File: src/rtl/servant_sleep_ctrl.sv
// Multi-domain clock-enable and sleep/wake controller.
// Each domain runs its own RST_HOLD/RUN/DRAIN/SLEEP/WAKE sequencer.
module servant_sleep_ctrl #(
    parameter int DOMAINS      = 2,
    parameter int WAKE_SRCS    = 4,
    parameter int RST_CYCLES   = 16,
    parameter int DRAIN_CYCLES = 2,
    parameter int SETTLE_W     = 8
) (
    input  logic                           i_clk,
    input  logic                           i_rst,
    input  logic [DOMAINS-1:0]             i_sleep_req,
    input  logic [WAKE_SRCS-1:0]           i_wake_src,
    input  logic [DOMAINS*WAKE_SRCS-1:0]   i_wake_mask,
    input  logic [SETTLE_W-1:0]            i_settle,
    output logic [DOMAINS-1:0]             o_clk_en,
    output logic [DOMAINS-1:0]             o_rst,
    output logic [DOMAINS-1:0]             o_wakeup_req,
    output logic [DOMAINS-1:0]             o_asleep
);

    localparam int MAX_RD = (RST_CYCLES > DRAIN_CYCLES) ? RST_CYCLES : DRAIN_CYCLES;
    localparam int MAX_C  = (MAX_RD > (1 << SETTLE_W)) ? MAX_RD : (1 << SETTLE_W);
    localparam int CW     = $clog2(MAX_C) + 1;

    typedef enum logic [2:0] {
        RST_HOLD,
        RUN,
        DRAIN,
        SLEEP,
        WAKE
    } state_t;

    state_t          state_q [DOMAINS];
    state_t          state_d [DOMAINS];
    logic [CW-1:0]   cnt_q   [DOMAINS];
    logic [CW-1:0]   cnt_d   [DOMAINS];

    logic [DOMAINS-1:0] clk_en_q, clk_en_d;
    logic [DOMAINS-1:0] rst_q, rst_d;
    logic [DOMAINS-1:0] wakeup_q, wakeup_d;
    logic [DOMAINS-1:0] asleep_q, asleep_d;
    logic [DOMAINS-1:0] wake;
    logic [CW-1:0]      settle_eff;

    // A programmed settle of zero still costs one WAKE cycle.
    always_comb begin
        settle_eff = CW'(i_settle);
        if (i_settle == '0) begin
            settle_eff = CW'(1);
        end
    end

    always_comb begin
        for (int d = 0; d < DOMAINS; d++) begin
            wake[d] = |(i_wake_src & i_wake_mask[d*WAKE_SRCS +: WAKE_SRCS]);
        end
    end

    always_comb begin
        for (int d = 0; d < DOMAINS; d++) begin
            state_d[d] = state_q[d];
            cnt_d[d]   = cnt_q[d];
            unique case (state_q[d])
                RST_HOLD: begin
                    if (cnt_q[d] == CW'(RST_CYCLES - 1)) begin
                        state_d[d] = RUN;
                        cnt_d[d]   = '0;
                    end else begin
                        cnt_d[d] = cnt_q[d] + CW'(1);
                    end
                end
                RUN: begin
                    if (i_sleep_req[d]) begin
                        state_d[d] = DRAIN;
                        cnt_d[d]   = '0;
                    end
                end
                DRAIN: begin
                    if (wake[d]) begin
                        state_d[d] = RUN;
                    end else if (cnt_q[d] >= CW'(DRAIN_CYCLES)) begin
                        state_d[d] = SLEEP;
                    end else begin
                        cnt_d[d] = cnt_q[d] + CW'(1);
                    end
                end
                SLEEP: begin
                    if (wake[d]) begin
                        state_d[d] = WAKE;
                        cnt_d[d]   = '0;
                    end
                end
                WAKE: begin
                    if (cnt_q[d] >= settle_eff) begin
                        state_d[d] = RUN;
                    end else begin
                        cnt_d[d] = cnt_q[d] + CW'(1);
                    end
                end
                default: begin
                    state_d[d] = RST_HOLD;
                    cnt_d[d]   = '0;
                end
            endcase

            // Outputs are registered from the next state.
            asleep_d[d] = (state_d[d] == SLEEP) || (state_d[d] == WAKE);
            clk_en_d[d] = !asleep_d[d];
            rst_d[d]    = (state_d[d] == RST_HOLD);
            wakeup_d[d] = (state_d[d] == RUN) &&
                          ((state_q[d] == WAKE) || (state_q[d] == DRAIN));
        end
    end

    always_ff @(posedge i_clk or posedge i_rst) begin
        if (i_rst) begin
            for (int d = 0; d < DOMAINS; d++) begin
                state_q[d] <= RST_HOLD;
                cnt_q[d]   <= '0;
            end
            clk_en_q <= '1;
            rst_q    <= '1;
            wakeup_q <= '0;
            asleep_q <= '0;
        end else begin
            for (int d = 0; d < DOMAINS; d++) begin
                state_q[d] <= state_d[d];
                cnt_q[d]   <= cnt_d[d];
            end
            clk_en_q <= clk_en_d;
            rst_q    <= rst_d;
            wakeup_q <= wakeup_d;
            asleep_q <= asleep_d;
        end
    end

    assign o_clk_en     = clk_en_q;
    assign o_rst        = rst_q;
    assign o_wakeup_req = wakeup_q;
    assign o_asleep     = asleep_q;

endmodule

File: config.mk
export PLATFORM = sky130hd
export DESIGN_NAME = servant_sleep_ctrl
export DESIGN_NICKNAME = d
export VERILOG_FILES = /design/src/rtl/servant_sleep_ctrl.sv
export SDC_FILE = /design/constraint.sdc
export NUM_CORES = 1
export LEC_CHECK = 0
export CORE_UTILIZATION = 45
export DETAILED_ROUTE_END_ITERATION = 10
export PLACE_DENSITY = 0.68
export SLEW_MARGIN = 20
export SYNTH_ARGS = -nofsm -noshare
export SYNTH_HDL_FRONTEND = slang
export SYNTH_SLANG_ARGS = --single-unit
File: constraint.sdc
create_clock -name i_clk -period 4.1 [get_ports i_clk]
set_clock_uncertainty 0.1 [all_clocks]
set_input_delay 0.615 -clock i_clk [delete_from_list [all_inputs] [get_ports i_clk]]
set_output_delay 0.615 -clock i_clk [all_outputs]
set_load 0.1 [all_outputs]
==> flow_summary_export.csv <==
group,metric,value,unit
run_status,status,"finished, final reports clean",
power,power.internal,906,uW
cts,cts_resized,0,
cts,cts_setup_buffers,0,
cts,cts_tree,"yes",
yosys,ys.flop_type,"dfrtp_1",
cts,clk_path_buf_depth,2,
detailed_routing,wirelength,4.99,mm
detailed_routing,drt-initial-drc-count,103,
yosys,synth-compound-area-share,0.245,
cells_and_area,fin_nets,320,
cells_and_area,final_util,0.588,
cts,clock_sinks,32,
sta,fin_setup_tns,0,ns
sta,drv_slew,0,
floorplanning,ioPinCount,32,
yosys,synthAdderAreaFrac,0.115,
setup_path,cp-start-kind,"input pin",
yosys,yosys.area_share.simple,0.211,
setup_path,max_stage_delay,0.55,ns
sta,grt_setup_unrepaired,"no",
hold_path,hp-class,"reg -> reg",
yosys,yosys_register_bits,32,
cts,cts.clk_slew.worst_paths,0.07,ns
placed_design,dp.cells,321,
placed_design,port_buffers,31,
setup_path,cp-end-kind,"flip-flop",
floorplanning,num_rows,24,
yosys,yosysSeqAreaShare,0.371,
sta,min_period,3.50,ns
yosys,synth_area,2170,sq um
detailed_routing,antenna_left,0,
cells_and_area,stdcell_count,329,
power,power.leakage,0.00117,uW
setup_path,crit_fanout,10,
cts,hold_buffers,0,
cells_and_area,num_antenna_cells,0,
global_route,grt_pass1_vias,1774,
setup_path,cp.required,4.17,ns
cells_and_area,syn_to_final_growth,21.7,%
sta,relSlewSlack,0.345,
global_route,antenna_found_initial,0,
job,cap_violations,0,
detailed_routing,post-route-drc-count,0,
yosys,synthesis.nets,285,
power,comb_power_share,0.523,
power,p_sw_frac,0.472,
global_route,grt_pass1_wl,8.21,mm
sta,hold_violations,0,
detailed_routing,dr.pass1.iters,4,
yosys,synthCells,241,
setup_path,critPathSlowestCell,"a2111oi_0",
placed_design,dp.final_hpwl,3.65,mm
global_route,grt_max_degree,24,
yosys,synth-xor-area-share,0.00403,
power,power.density,648,nW/um^2
placed_design,place_congestion,0.837,
power,seqPwrFrac,0.323,
yosys,muxShareOfSynthArea,0.00978,
setup_path,worstPathArrival,3.57,ns
global_route,gr-usage-all-layers,0.209,
cts,htreeDepth,2,
yosys,synth_edf_count,0,
yosys,yosysWarningCount,0,
yosys,syn_area_per_cell,9.02,sq um
power,p_total,1720,uW
floorplanning,core,4500,sq um
sta,setup_violations,0,
cells_and_area,final_common_cell,"clkdlybuf4s50_1",
yosys,ys_async_sr_fraction,1.00,
detailed_routing,vias_per_cell,5.85,
cells_and_area,mostFrequentLayoutCells,"clkdlybuf4s50_1 (31), dfrtp_1 (28), ha_1 (20)",
floorplanning,initial_core_util,0.483,
power,clockPowerShare,0.155,
cts,cts_made_buffers,5,
setup_path,worstPathCellList,"clkdlybuf4s50_1 > nor4_1 > a41o_1 > ha_1 > nand2b_1 > a2111oi_0 > nor3_1 > a211o_1 > or2_1 > o41ai_2",
detailed_routing,vias,1924,
sta,final.period_utilization,0.853,
sta,max_freq,286,MHz
floorplanning,die-area,5110,sq um
cts,cts_root_buf,"clkbuf_8",
floorplanning,fp.dieW,71.5,um
detailed_routing,wl_per_cell,15.2,um
setup_path,path_class,"in -> reg",
power,ir_drop,0.390,mV
sta,tightest_slew,0.979,ns
yosys,synth_top_family_by_area,"compound AO/OA/AOI/OAI gates",
global_route,grt_overflow_total,0,
cts,clk_latency,0.28,ns
cells_and_area,drive_gt1_frac,0.0903,
power,switching_power,810,uW
floorplanning,die_h,71.5,um
yosys,ys_types,49,
## layer usage
metal / global-route usage / wire length (um)
met1: 0.300 / 2550
met2: 0.304 / 2060
met3: 0.0591 / 322
met4: 0.0719 / 57
met5: 0 / 0
## worst paths after layout
check / start / endpoint / slack [ns] / cells after the start
setup / recovery: i_settle[2] / cnt_q[8]$_DFFE_PP0P_ / 0.60 / 10
min in group asynchronous: i_rst / state_q[5]$_DFF_PP0_ / 0.73 / 2
max in group asynchronous: i_rst / o_rst[1]$_DFF_PP1_ / 2.40 / 3
hold reg to reg: cnt_q[6]$_DFFE_PP0P_ / cnt_q[6]$_DFFE_PP0P_ / 0.45 / 1
setup reg to reg: cnt_q[0]$_DFFE_PP0P_ / cnt_q[8]$_DFFE_PP0P_ / 1.23 / 8
hold / removal: cnt_q[6]$_DFFE_PP0P_ / cnt_q[6]$_DFFE_PP0P_ / 0.45 / 1
## final cells by class
cell class / count / area [sq um]
sequential: 32 / 806
tap: 52 / 65.1
fill: 400 / 1860
timing repair buffer: 35 / 340
inverter: 17 / 63.8
clock buffer: 8 / 100
multi-input combinational: 185 / 1270
## registers in the layout, indices dropped and copies added, names as in the netlist
register / cells
o_clk_en: 2
o_rst: 2
state_q: 6
o_asleep: 2
cnt_q: 18
o_wakeup_req: 2
## metrics by stage
step	worst slack, ns	hold WS, ns	cell area, sq um
2_1_floorplan	1.03	0.395	2170
3_3_place_gp	0.380	0.446	2550
3_5_place_dp	0.319	0.444	2550
4_1_cts	0.610	0.453	2650
5_1_grt	0.422	0.496	2650
6_report	0.602	0.452	2650
## worst max-delay path: cells and delay by family
family / cells / cell delay, ns
AO/OA/AOI/OAI: 4 / 1.43
AND/OR/NAND/NOR: 4 / 0.87
buffers and inverters: 1 / 0.43
adder cells (fa/ha/maj): 1 / 0.22
## synth_stat cells (2+ instances only)
library cell | instances | share of area
nor3b_1 | 2 | 0.0069
a22oi_1 | 5 | 0.017
o21bai_1 | 3 | 0.010
and3_1 | 6 | 0.017
nor4_1 | 2 | 0.0058
nand2b_1 | 4 | 0.012
or3_1 | 2 | 0.0058
a21o_1 | 4 | 0.014
clkbuf_1 | 6 | 0.010
or4_1 | 5 | 0.017
ha_1 | 20 | 0.12
nand2_1 | 18 | 0.031
o31ai_2 | 2 | 0.012
a211oi_1 | 9 | 0.031
o21ai_0 | 13 | 0.030
or2_2 | 3 | 0.0086
and2_1 | 4 | 0.012
o21ai_1 | 2 | 0.0046
a21oi_1 | 15 | 0.035
nand4_1 | 2 | 0.0058
inv_1 | 17 | 0.029
dfstp_2 | 4 | 0.048
o22ai_1 | 4 | 0.012
nor2b_1 | 2 | 0.0058
nor3_1 | 7 | 0.016
o2bb2ai_1 | 3 | 0.012
dfrtp_1 | 28 | 0.32
o21a_1 | 3 | 0.010
nand3_1 | 10 | 0.023
o31ai_1 | 2 | 0.0069
nor2_1 | 16 | 0.028
## power groups by stage
stage          Clock [uW]  Combinational (uW)  Sequential [uW]
6_report              265                 897              554
5_1_grt               284                 992              567
4_1_cts               273                 898              550
3_5_place_dp            0                 893              556
3_3_place_gp            0                 886              556
2_1_floorplan           0                 514              714
## logic make-up after synthesis
group / Yosys count
and+or+nand+nor: 87
AOI/OAI and AO/OA: 75
DFF: 32
buffers and inverters: 24
adders and majority gates: 20
muxes: 2
xor gates and xnor gates: 1
No activity file was read; power rests on OpenSTA's default activity.
